`src/rtl/hp_read_arbiter_if.sv`:
```
// AXI3 HP read-address and read-data channels (32-bit data, 6-bit ID) used by hp_read_arbiter.
// The master modport is the arbiter side; the slave modport is the PS HP port side.
interface hp_read_arbiter_if;
    logic        arvalid;
    logic        arready;
    logic [31:0] araddr;
    logic [3:0]  arlen;
    logic [5:0]  arid;
    logic [1:0]  arburst;
    logic [2:0]  arsize;
    logic [1:0]  arlock;
    logic [3:0]  arcache;
    logic [2:0]  arprot;
    logic [3:0]  arqos;

    logic        rvalid;
    logic        rready;
    logic [31:0] rdata;
    logic [5:0]  rid;
    logic        rlast;
    logic [1:0]  rresp;

    modport master (
        output arvalid, araddr, arlen, arid, arburst, arsize, arlock, arcache, arprot, arqos,
        input  arready,
        input  rvalid, rdata, rid, rlast, rresp,
        output rready
    );

    modport slave (
        input  arvalid, araddr, arlen, arid, arburst, arsize, arlock, arcache, arprot, arqos,
        output arready,
        output rvalid, rdata, rid, rlast, rresp,
        input  rready
    );
endinterface

```
`src/rtl/hp_read_arbiter.sv`:
```
// Round-robin sharing of one AXI3 HP read port among NUM_REQ requesters, RID-based R routing.
// Optional 4 KB boundary check with a local error beat: define HP_ARB_4K_CHECK_EN.
module hp_read_arbiter #(
    parameter int          NUM_REQ         = 4,
    parameter int          MAX_OUTSTANDING = 8,
    parameter logic [5:0]  ID_BASE         = 6'h00
) (
    input  logic                 clock,
    input  logic                 reset,
    input  logic [NUM_REQ-1:0]   req_valid,
    output logic [NUM_REQ-1:0]   req_ready,
    input  logic [32*NUM_REQ-1:0] req_addr,
    input  logic [4*NUM_REQ-1:0] req_len,
    output logic [NUM_REQ-1:0]   resp_valid,
    input  logic [NUM_REQ-1:0]   resp_ready,
    output logic [31:0]          resp_data,
    output logic                 resp_last,
    output logic                 resp_error,
    output logic                 id_error,
    hp_read_arbiter_if.master    axi
);

    localparam int IDX_W = (NUM_REQ > 1) ? $clog2(NUM_REQ) : 1;
    localparam int CNT_W = $clog2(MAX_OUTSTANDING + 1);
    localparam logic [IDX_W:0]   NUM_REQ_W  = (IDX_W+1)'(NUM_REQ);
    localparam logic [IDX_W-1:0] LAST_IDX   = IDX_W'(NUM_REQ - 1);
    localparam logic [5:0]       NUM_REQ_ID = 6'(NUM_REQ);
    localparam logic [CNT_W-1:0] MAX_CNT    = CNT_W'(MAX_OUTSTANDING);

`ifdef HP_ARB_4K_CHECK_EN
    typedef enum logic [1:0] {ST_IDLE = 2'd0, ST_ISSUE = 2'd1, ST_LERR = 2'd2} state_t;
`else
    typedef enum logic [1:0] {ST_IDLE = 2'd0, ST_ISSUE = 2'd1} state_t;
`endif

    state_t            state_q, state_d;
    logic [IDX_W-1:0]  rr_ptr_q, rr_ptr_d;
    logic [CNT_W-1:0]  outstanding_q, outstanding_d;
    logic              id_error_q, id_error_d;
    logic [31:0]       ar_addr_q, ar_addr_d;
    logic [3:0]        ar_len_q, ar_len_d;
    logic [5:0]        ar_id_q, ar_id_d;
`ifdef HP_ARB_4K_CHECK_EN
    logic [IDX_W-1:0]  lerr_idx_q, lerr_idx_d;
    logic [12:0]       end_off;
    logic              boundary_err;
`endif

    logic [31:0]       addr_arr [NUM_REQ];
    logic [3:0]        len_arr  [NUM_REQ];
    logic              gnt_found;
    logic [IDX_W-1:0]  gnt_idx;
    logic [IDX_W:0]    cand;
    logic              grant_ok;
    logic [31:0]       sel_addr;
    logic [3:0]        sel_len;

    logic              arvalid_int;
    logic              ar_hs;
    logic [5:0]        rid_off;
    logic              rid_known;
    logic [IDX_W-1:0]  r_sel;
    logic              route_en;
    logic              rlast_hs;
    logic              cnt_dec;
    logic              underflow;

    always_comb begin
        for (int i = 0; i < NUM_REQ; i++) begin
            addr_arr[i] = req_addr[i*32 +: 32];
            len_arr[i]  = req_len[i*4 +: 4];
        end
    end

    // First asserted requester at or after the round-robin pointer, wrapping.
    always_comb begin
        gnt_found = 1'b0;
        gnt_idx   = '0;
        cand      = '0;
        for (int k = 0; k < NUM_REQ; k++) begin
            cand = {1'b0, rr_ptr_q} + (IDX_W+1)'(k);
            if (cand >= NUM_REQ_W) begin
                cand = cand - NUM_REQ_W;
            end
            if (!gnt_found && req_valid[cand[IDX_W-1:0]]) begin
                gnt_found = 1'b1;
                gnt_idx   = cand[IDX_W-1:0];
            end
        end
    end

    assign sel_addr = {addr_arr[gnt_idx][31:2], 2'b00};
    assign sel_len  = len_arr[gnt_idx];
    assign grant_ok = !reset && (state_q == ST_IDLE) && gnt_found && (outstanding_q < MAX_CNT);

`ifdef HP_ARB_4K_CHECK_EN
    assign end_off      = {1'b0, sel_addr[11:0]} + {6'd0, ({1'b0, sel_len} + 5'd1), 2'b00};
    assign boundary_err = end_off > 13'd4096;
`endif

    always_comb begin
        state_d   = state_q;
        rr_ptr_d  = rr_ptr_q;
        ar_addr_d = ar_addr_q;
        ar_len_d  = ar_len_q;
        ar_id_d   = ar_id_q;
`ifdef HP_ARB_4K_CHECK_EN
        lerr_idx_d = lerr_idx_q;
`endif
        req_ready = '0;
        case (state_q)
            ST_IDLE: begin
                if (grant_ok) begin
                    req_ready[gnt_idx] = 1'b1;
                    rr_ptr_d  = (gnt_idx == LAST_IDX) ? '0 : gnt_idx + 1'b1;
                    ar_addr_d = sel_addr;
                    ar_len_d  = sel_len;
                    ar_id_d   = ID_BASE | 6'(gnt_idx);
`ifdef HP_ARB_4K_CHECK_EN
                    lerr_idx_d = gnt_idx;
                    state_d    = boundary_err ? ST_LERR : ST_ISSUE;
`else
                    state_d    = ST_ISSUE;
`endif
                end
            end
            ST_ISSUE: begin
                if (axi.arready) begin
                    state_d = ST_IDLE;
                end
            end
`ifdef HP_ARB_4K_CHECK_EN
            ST_LERR: begin
                if (resp_ready[lerr_idx_q]) begin
                    state_d = ST_IDLE;
                end
            end
`endif
            default: state_d = ST_IDLE;
        endcase
    end

    assign arvalid_int  = (state_q == ST_ISSUE);
    assign ar_hs        = arvalid_int && axi.arready;

    assign axi.arvalid = arvalid_int;
    assign axi.araddr  = ar_addr_q;
    assign axi.arlen   = ar_len_q;
    assign axi.arid    = ar_id_q;
    assign axi.arburst = 2'b01;
    assign axi.arsize  = 3'b010;
    assign axi.arlock  = 2'b00;
    assign axi.arcache = 4'b0011;
    assign axi.arprot  = 3'b000;
    assign axi.arqos   = 4'b0000;

    // R routing is purely combinational; the local error beat takes over the response bus.
    assign rid_off   = axi.rid - ID_BASE;
    assign rid_known = rid_off < NUM_REQ_ID;
    assign r_sel     = rid_off[IDX_W-1:0];
`ifdef HP_ARB_4K_CHECK_EN
    assign route_en  = !reset && (state_q != ST_LERR);
`else
    assign route_en  = !reset;
`endif

    always_comb begin
        resp_valid = '0;
        resp_data  = axi.rdata;
        resp_last  = axi.rlast;
        resp_error = (axi.rresp != 2'b00);
        axi.rready = 1'b0;
        if (route_en) begin
            if (rid_known) begin
                resp_valid[r_sel] = axi.rvalid;
                axi.rready        = resp_ready[r_sel];
            end else begin
                axi.rready = 1'b1;
            end
        end
`ifdef HP_ARB_4K_CHECK_EN
        if (!reset && state_q == ST_LERR) begin
            resp_valid[lerr_idx_q] = 1'b1;
            resp_last  = 1'b1;
            resp_error = 1'b1;
            resp_data  = '0;
        end
`endif
    end

    assign rlast_hs  = route_en && rid_known && axi.rvalid && axi.rready && axi.rlast;
    assign cnt_dec   = rlast_hs && (outstanding_q != '0);
    assign underflow = rlast_hs && (outstanding_q == '0);

    always_comb begin
        outstanding_d = outstanding_q;
        case ({ar_hs, cnt_dec})
            2'b10:   outstanding_d = outstanding_q + 1'b1;
            2'b01:   outstanding_d = outstanding_q - 1'b1;
            default: outstanding_d = outstanding_q;
        endcase
        id_error_d = id_error_q | underflow | (route_en && axi.rvalid && !rid_known);
    end

    assign id_error = id_error_q;

    always_ff @(posedge clock) begin
        if (reset) begin
            state_q       <= ST_IDLE;
            rr_ptr_q      <= '0;
            outstanding_q <= '0;
            id_error_q    <= 1'b0;
        end else begin
            state_q       <= state_d;
            rr_ptr_q      <= rr_ptr_d;
            outstanding_q <= outstanding_d;
            id_error_q    <= id_error_d;
        end
    end

    // Burst fields are qualified by state, so they need no reset.
    always_ff @(posedge clock) begin
        ar_addr_q <= ar_addr_d;
        ar_len_q  <= ar_len_d;
        ar_id_q   <= ar_id_d;
`ifdef HP_ARB_4K_CHECK_EN
        lerr_idx_q <= lerr_idx_d;
`endif
    end

endmodule

```
`src/flat_wrapper.sv`:
```
// flat-port wrapper written by rule: the top's interface ports become plain ports
module hp_read_arbiter_flat 
#(
    parameter int          NUM_REQ         = 4,
    parameter int          MAX_OUTSTANDING = 8,
    parameter logic [5:0]  ID_BASE         = 6'h00
)
  (clock, reset, req_valid, req_ready, req_addr, req_len, resp_valid, resp_ready, resp_data, resp_last, resp_error, id_error, axi_arvalid, axi_araddr, axi_arlen, axi_arid, axi_arburst, axi_arsize, axi_arlock, axi_arcache, axi_arprot, axi_arqos, axi_arready, axi_rvalid, axi_rdata, axi_rid, axi_rlast, axi_rresp, axi_rready);
  hp_read_arbiter_if axi_i ();
  input  logic clock;
  input  logic reset;
  input  logic [NUM_REQ-1:0] req_valid;
  output logic [NUM_REQ-1:0] req_ready;
  input  logic [32*NUM_REQ-1:0] req_addr;
  input  logic [4*NUM_REQ-1:0] req_len;
  output logic [NUM_REQ-1:0] resp_valid;
  input  logic [NUM_REQ-1:0] resp_ready;
  output logic [31:0] resp_data;
  output logic resp_last;
  output logic resp_error;
  output logic id_error;
  output wire logic [$bits(axi_i.arvalid)-1:0] axi_arvalid;
  output wire logic [$bits(axi_i.araddr)-1:0] axi_araddr;
  output wire logic [$bits(axi_i.arlen)-1:0] axi_arlen;
  output wire logic [$bits(axi_i.arid)-1:0] axi_arid;
  output wire logic [$bits(axi_i.arburst)-1:0] axi_arburst;
  output wire logic [$bits(axi_i.arsize)-1:0] axi_arsize;
  output wire logic [$bits(axi_i.arlock)-1:0] axi_arlock;
  output wire logic [$bits(axi_i.arcache)-1:0] axi_arcache;
  output wire logic [$bits(axi_i.arprot)-1:0] axi_arprot;
  output wire logic [$bits(axi_i.arqos)-1:0] axi_arqos;
  input wire logic [$bits(axi_i.arready)-1:0] axi_arready;
  input wire logic [$bits(axi_i.rvalid)-1:0] axi_rvalid;
  input wire logic [$bits(axi_i.rdata)-1:0] axi_rdata;
  input wire logic [$bits(axi_i.rid)-1:0] axi_rid;
  input wire logic [$bits(axi_i.rlast)-1:0] axi_rlast;
  input wire logic [$bits(axi_i.rresp)-1:0] axi_rresp;
  output wire logic [$bits(axi_i.rready)-1:0] axi_rready;
  assign axi_arvalid = axi_i.arvalid;
  assign axi_araddr = axi_i.araddr;
  assign axi_arlen = axi_i.arlen;
  assign axi_arid = axi_i.arid;
  assign axi_arburst = axi_i.arburst;
  assign axi_arsize = axi_i.arsize;
  assign axi_arlock = axi_i.arlock;
  assign axi_arcache = axi_i.arcache;
  assign axi_arprot = axi_i.arprot;
  assign axi_arqos = axi_i.arqos;
  assign axi_i.arready = axi_arready;
  assign axi_i.rvalid = axi_rvalid;
  assign axi_i.rdata = axi_rdata;
  assign axi_i.rid = axi_rid;
  assign axi_i.rlast = axi_rlast;
  assign axi_i.rresp = axi_rresp;
  assign axi_rready = axi_i.rready;
  hp_read_arbiter #(.NUM_REQ(NUM_REQ), .MAX_OUTSTANDING(MAX_OUTSTANDING), .ID_BASE(ID_BASE)) u_core (.clock(clock), .reset(reset), .req_valid(req_valid), .req_ready(req_ready), .req_addr(req_addr), .req_len(req_len), .resp_valid(resp_valid), .resp_ready(resp_ready), .resp_data(resp_data), .resp_last(resp_last), .resp_error(resp_error), .id_error(id_error), .axi(axi_i));
endmodule
```
`config.mk`:
```
export PLATFORM = sky130hd
export DESIGN_NAME = hp_read_arbiter_flat
export DESIGN_NICKNAME = d
export VERILOG_FILES = /design/src/rtl/hp_read_arbiter_if.sv /design/src/rtl/hp_read_arbiter.sv /design/src/flat_wrapper.sv
export SDC_FILE = /design/constraint.sdc
export NUM_CORES = 1
export LEC_CHECK = 0
export CORE_ASPECT_RATIO = 0.7
export CORE_MARGIN = 2
export CORE_UTILIZATION = 29
export CTS_BUF_LIST = sky130_fd_sc_hd__clkbuf_16
export DETAILED_ROUTE_END_ITERATION = 7
export PLACE_DENSITY = 0.83
export SYNTH_ARGS = -nofsm -noshare
export SYNTH_HDL_FRONTEND = slang
export SYNTH_SLANG_ARGS = --single-unit
```
`constraint.sdc`:
```
create_clock -name clock -period 2.9 [get_ports clock]
set_clock_uncertainty 0.2 [all_clocks]
set_input_delay 0.29 -clock clock [delete_from_list [all_inputs] [get_ports clock]]
set_output_delay 0.29 -clock clock [all_outputs]
set_load 0.03 [all_outputs]
```
==> results.cfg <==
[logic_synthesis]
synthTopCellsByArea = edfxtp_1 (32%), mux2i_1 (31%), buf_4 (13%)
synth-edff-count = 36
synth_top_family_by_area = multiplexers
synthSimpleGateAreaFrac_pct = 6.93
synthArstFlopShare_pct = 0
synthCells = 289
synth_area_um2 = 3340
synth_compound_area_share_pct = 2.32
ys_ff_latch = 44
avgSynthCellArea_um2 = 11.6
synthXorXnorAreaFrac_pct = 0.787
ys_seq_area_share_pct = 37.2
yosysTopAreaCellShare_pct = 32.4
synth-adder-area-share_pct = 3.22
muxShareOfSynthArea_pct = 31.9
yosysWarnings = 0
synth_top_area_cell = edfxtp_1
synth_top_flop_cell = edfxtp_1
synth.distinct_cells = 37

[clock_network]
insertion_delay_ns = 0.28
hold_buffers = 0
numCtsBuffers = 5
cts_tree = done
cts-htree-levels = 2
cts_buffer_depth = 2
path_clk_slew_ns = 0.06
clock-sinks = 44
ctsRootBufferMaster = clkbuf_16

[timing]
setup-violations-final = 0
fmax_mhz = 357
min_period_ns = 2.80
setup-tns-final_ns = 0
finalHoldViolations = 0
worstMarginPinSlew_ns = 0.548
relSlewSlack_pct = 63.1
hold_slack_ns = 0.331
setup_ws_ns = 0.102
slew_violations = 0
rsz0062_at_grt = false
period_share_pct = 96.5

[critical_path]
reg2reg_slack_ns = 0.43
r2r-start = u_core.outstanding_q[0]
slowest_delay_ns = 0.55
arrival_ns = 2.82
r2r-end = u_core.outstanding_q[3]
endpoint_kind = flop
worstSetupPathType = input pin to flop
critPathRequiredTime_ns = 2.92
crit_top_cell = a21oi_2
crit_path_top_delay_cell = mux4_2
cp_max_fo = 3
rr_worst_depth = 9
critPathLaunchType = input pin
cp_top_family = multiplexers
path_buf_inv = 1
cp_cell_sequence = clkdlybuf4s50_1, mux4_2, nand3_2, nor2_1, ha_2, ha_4, a21o_1, a21oi_2, xnor2_1, or3_1, a21oi_2

[power]
max-vdd-ir-drop_uv = 196
leakagePower_nw = 2.10
cellPowerDensity_nw_per_um2 = 423

[final_layout]
n_antenna_cell = 0
area_delta_synth_final_pct = 61.9
fillers = 1024
drive_gt1_share_pct = 8.58
nNetsFinal = 670
final_cells = 619
multiInputGateArea_um2 = 1660
seq_area_um2 = 1240

[global_route]
grt_pass1_vias = 2832
grt_max_degree = 72
gr-total-overflow = 0
grt_antenna_before_repair = 0
grt_pass1_wl_um = 14400
track_usage_pct = 14.9

[min_path]
worstHoldStart = u_core.id_error
hold_end = u_core.id_error
holdPathStages = 2
hold_path.class = flop to flop

[floorplan]
rows = 32
die_x_um = 132
ios = 302
initial_core_util_pct = 30.0
dieArea_um2 = 12400
core_area_um2 = 11100
die_h_um = 93.8

[detailed_routing]
wl_um = 9620
viasPerCell = 4.48
drc = 0
vias = 2776
drtPass1Iterations = 4
ant_nets = 0
wl_per_cell_um = 15.5
initialDrtViolationCount = 78

[place]
pre_cts_ws_ns = -0.445
io_buffers = 205
dp.cells = 610
hpwl_um = 7760
gp_congestion = 0.822

[run]
maxCapViolCount = 0

[run_status]
run_status = finished, final reports clean
-- per-layer routing --
layer / track usage [%] / share of wire [%]
met5: 0 / 0
met4: 3.85 / 1.2
met3: 6.69 / 11
met2: 28.3 / 52
met1: 14.9 / 36
-- logic make-up after synthesis --
| family | count (synthesis) |
|---|---|
| muxes | 105 |
| buffers and inverters | 77 |
| DFF | 44 |
| and+or+nand+nor | 36 |
| AOI/OAI and AO/OA | 14 |
| adders and majority gates | 8 |
| xor gates and xnor gates | 3 |
| other | 2 |
-- cell usage in the layout, fill, tap and decap left out, types with 2 or more instances in the layout --
| cell type | count |
|---|---|
| a21oi_1 | 8 |
| a21oi_2 | 2 |
| and2_1 | 4 |
| buf_4 | 15 |
| clkbuf_16 | 5 |
| clkdlybuf4s50_1 | 194 |
| conb_1 | 24 |
| dfxtp_1 | 8 |
| dlygate4sd2_1 | 4 |
| dlymetal6s2s_1 | 2 |
| edfxtp_1 | 36 |
| ha_1 | 4 |
| ha_4 | 2 |
| inv_1 | 8 |
| mux2i_1 | 104 |
| nand2_1 | 3 |
| nor2_1 | 12 |
| nor4_1 | 2 |
| xor2_1 | 2 |
-- where the power goes --
group | internal [W] | total (W) | leakage, nW | switching (W)
sequential | 0.000780 | 0.000804 | 0.411 | 0.0000234
combinational | 0.000482 | 0.000937 | 1.62 | 0.000456
clock | 0.000314 | 0.000548 | 0.0710 | 0.000233
-- cells in the mapped netlist, types with 2 or more instances --
master	count
a21oi_1	10
and2_1	4
buf_4	60
buf_6	9
conb_1	2
dfxtp_1	8
edfxtp_1	36
ha_1	7
inv_1	7
mux2i_1	104
nand2_1	3
nor2_1	12
nor4_1	2
xor2_1	2
-- worst reg2reg max path: stages, from the launching register on --
cell and delay [ns]:
dfxtp_1 0.35, nor4_1 0.45, nor2_1 0.09, ha_2 0.22
ha_4 0.24, a21o_1 0.16, a21oi_2 0.14, xnor2_1 0.10
or3_1 0.34, a21oi_2 0.12
-- repair_timing --
| item | 4_1_cts | 5_1_grt |
|---|---|---|
| resized for setup | 8 | 5 |
| setup buffers | 1 | 0 |
| endpoints found under the hold margin | 0 | 0 |
| endpoints found under the setup margin | 2 | 5 |
| pin swaps | 11 | 3 |
-- worst max path at each step --
stage,start,endpoint,depth (start not counted)
after floorplan,u_core.state_q[0],req_ready[0],2
after global placement,axi_rid[4],u_core.outstanding_q[3],12
after detailed placement,axi_rid[4],u_core.outstanding_q[3],12
after CTS,axi_rid[3],u_core.outstanding_q[3],12
after global routing,axi_rid[3],u_core.outstanding_q[3],12
final,axi_rid[0],u_core.outstanding_q[3],11
-- flip-flops by register name, indices dropped and copies added, names as in the netlist --
name and count:
u_core.axi.araddr 30, u_core.axi.arlen 4, u_core.outstanding_q 4, u_core.axi.arid 2, u_core.rr_ptr_q 2, u_core.id_error 1, u_core.state_q 1
-- per-stage QoR --
step                instance area [µm²]  utilization, %  total power, W
floorplan                          3420               -         0.00147
global placement                   5210            46.8         0.00174
detailed placement                 5210            46.8         0.00177
CTS                                5390            48.4         0.00233
global route                       5410            48.6         0.00242
finish                             5410            48.6         0.00229
-- final cells by class --
class | instances | area share [%]
multi-input cells | 190 | 30.7
inverters | 7 | 0.486
clock inverters | 3 | 0.301
repair buffers | 217 | 39.7
clock buffers | 5 | 2.31
flip-flops and latches | 44 | 23.0
well taps | 153 | 3.54
No activity file was read; power rests on OpenSTA's default activity.
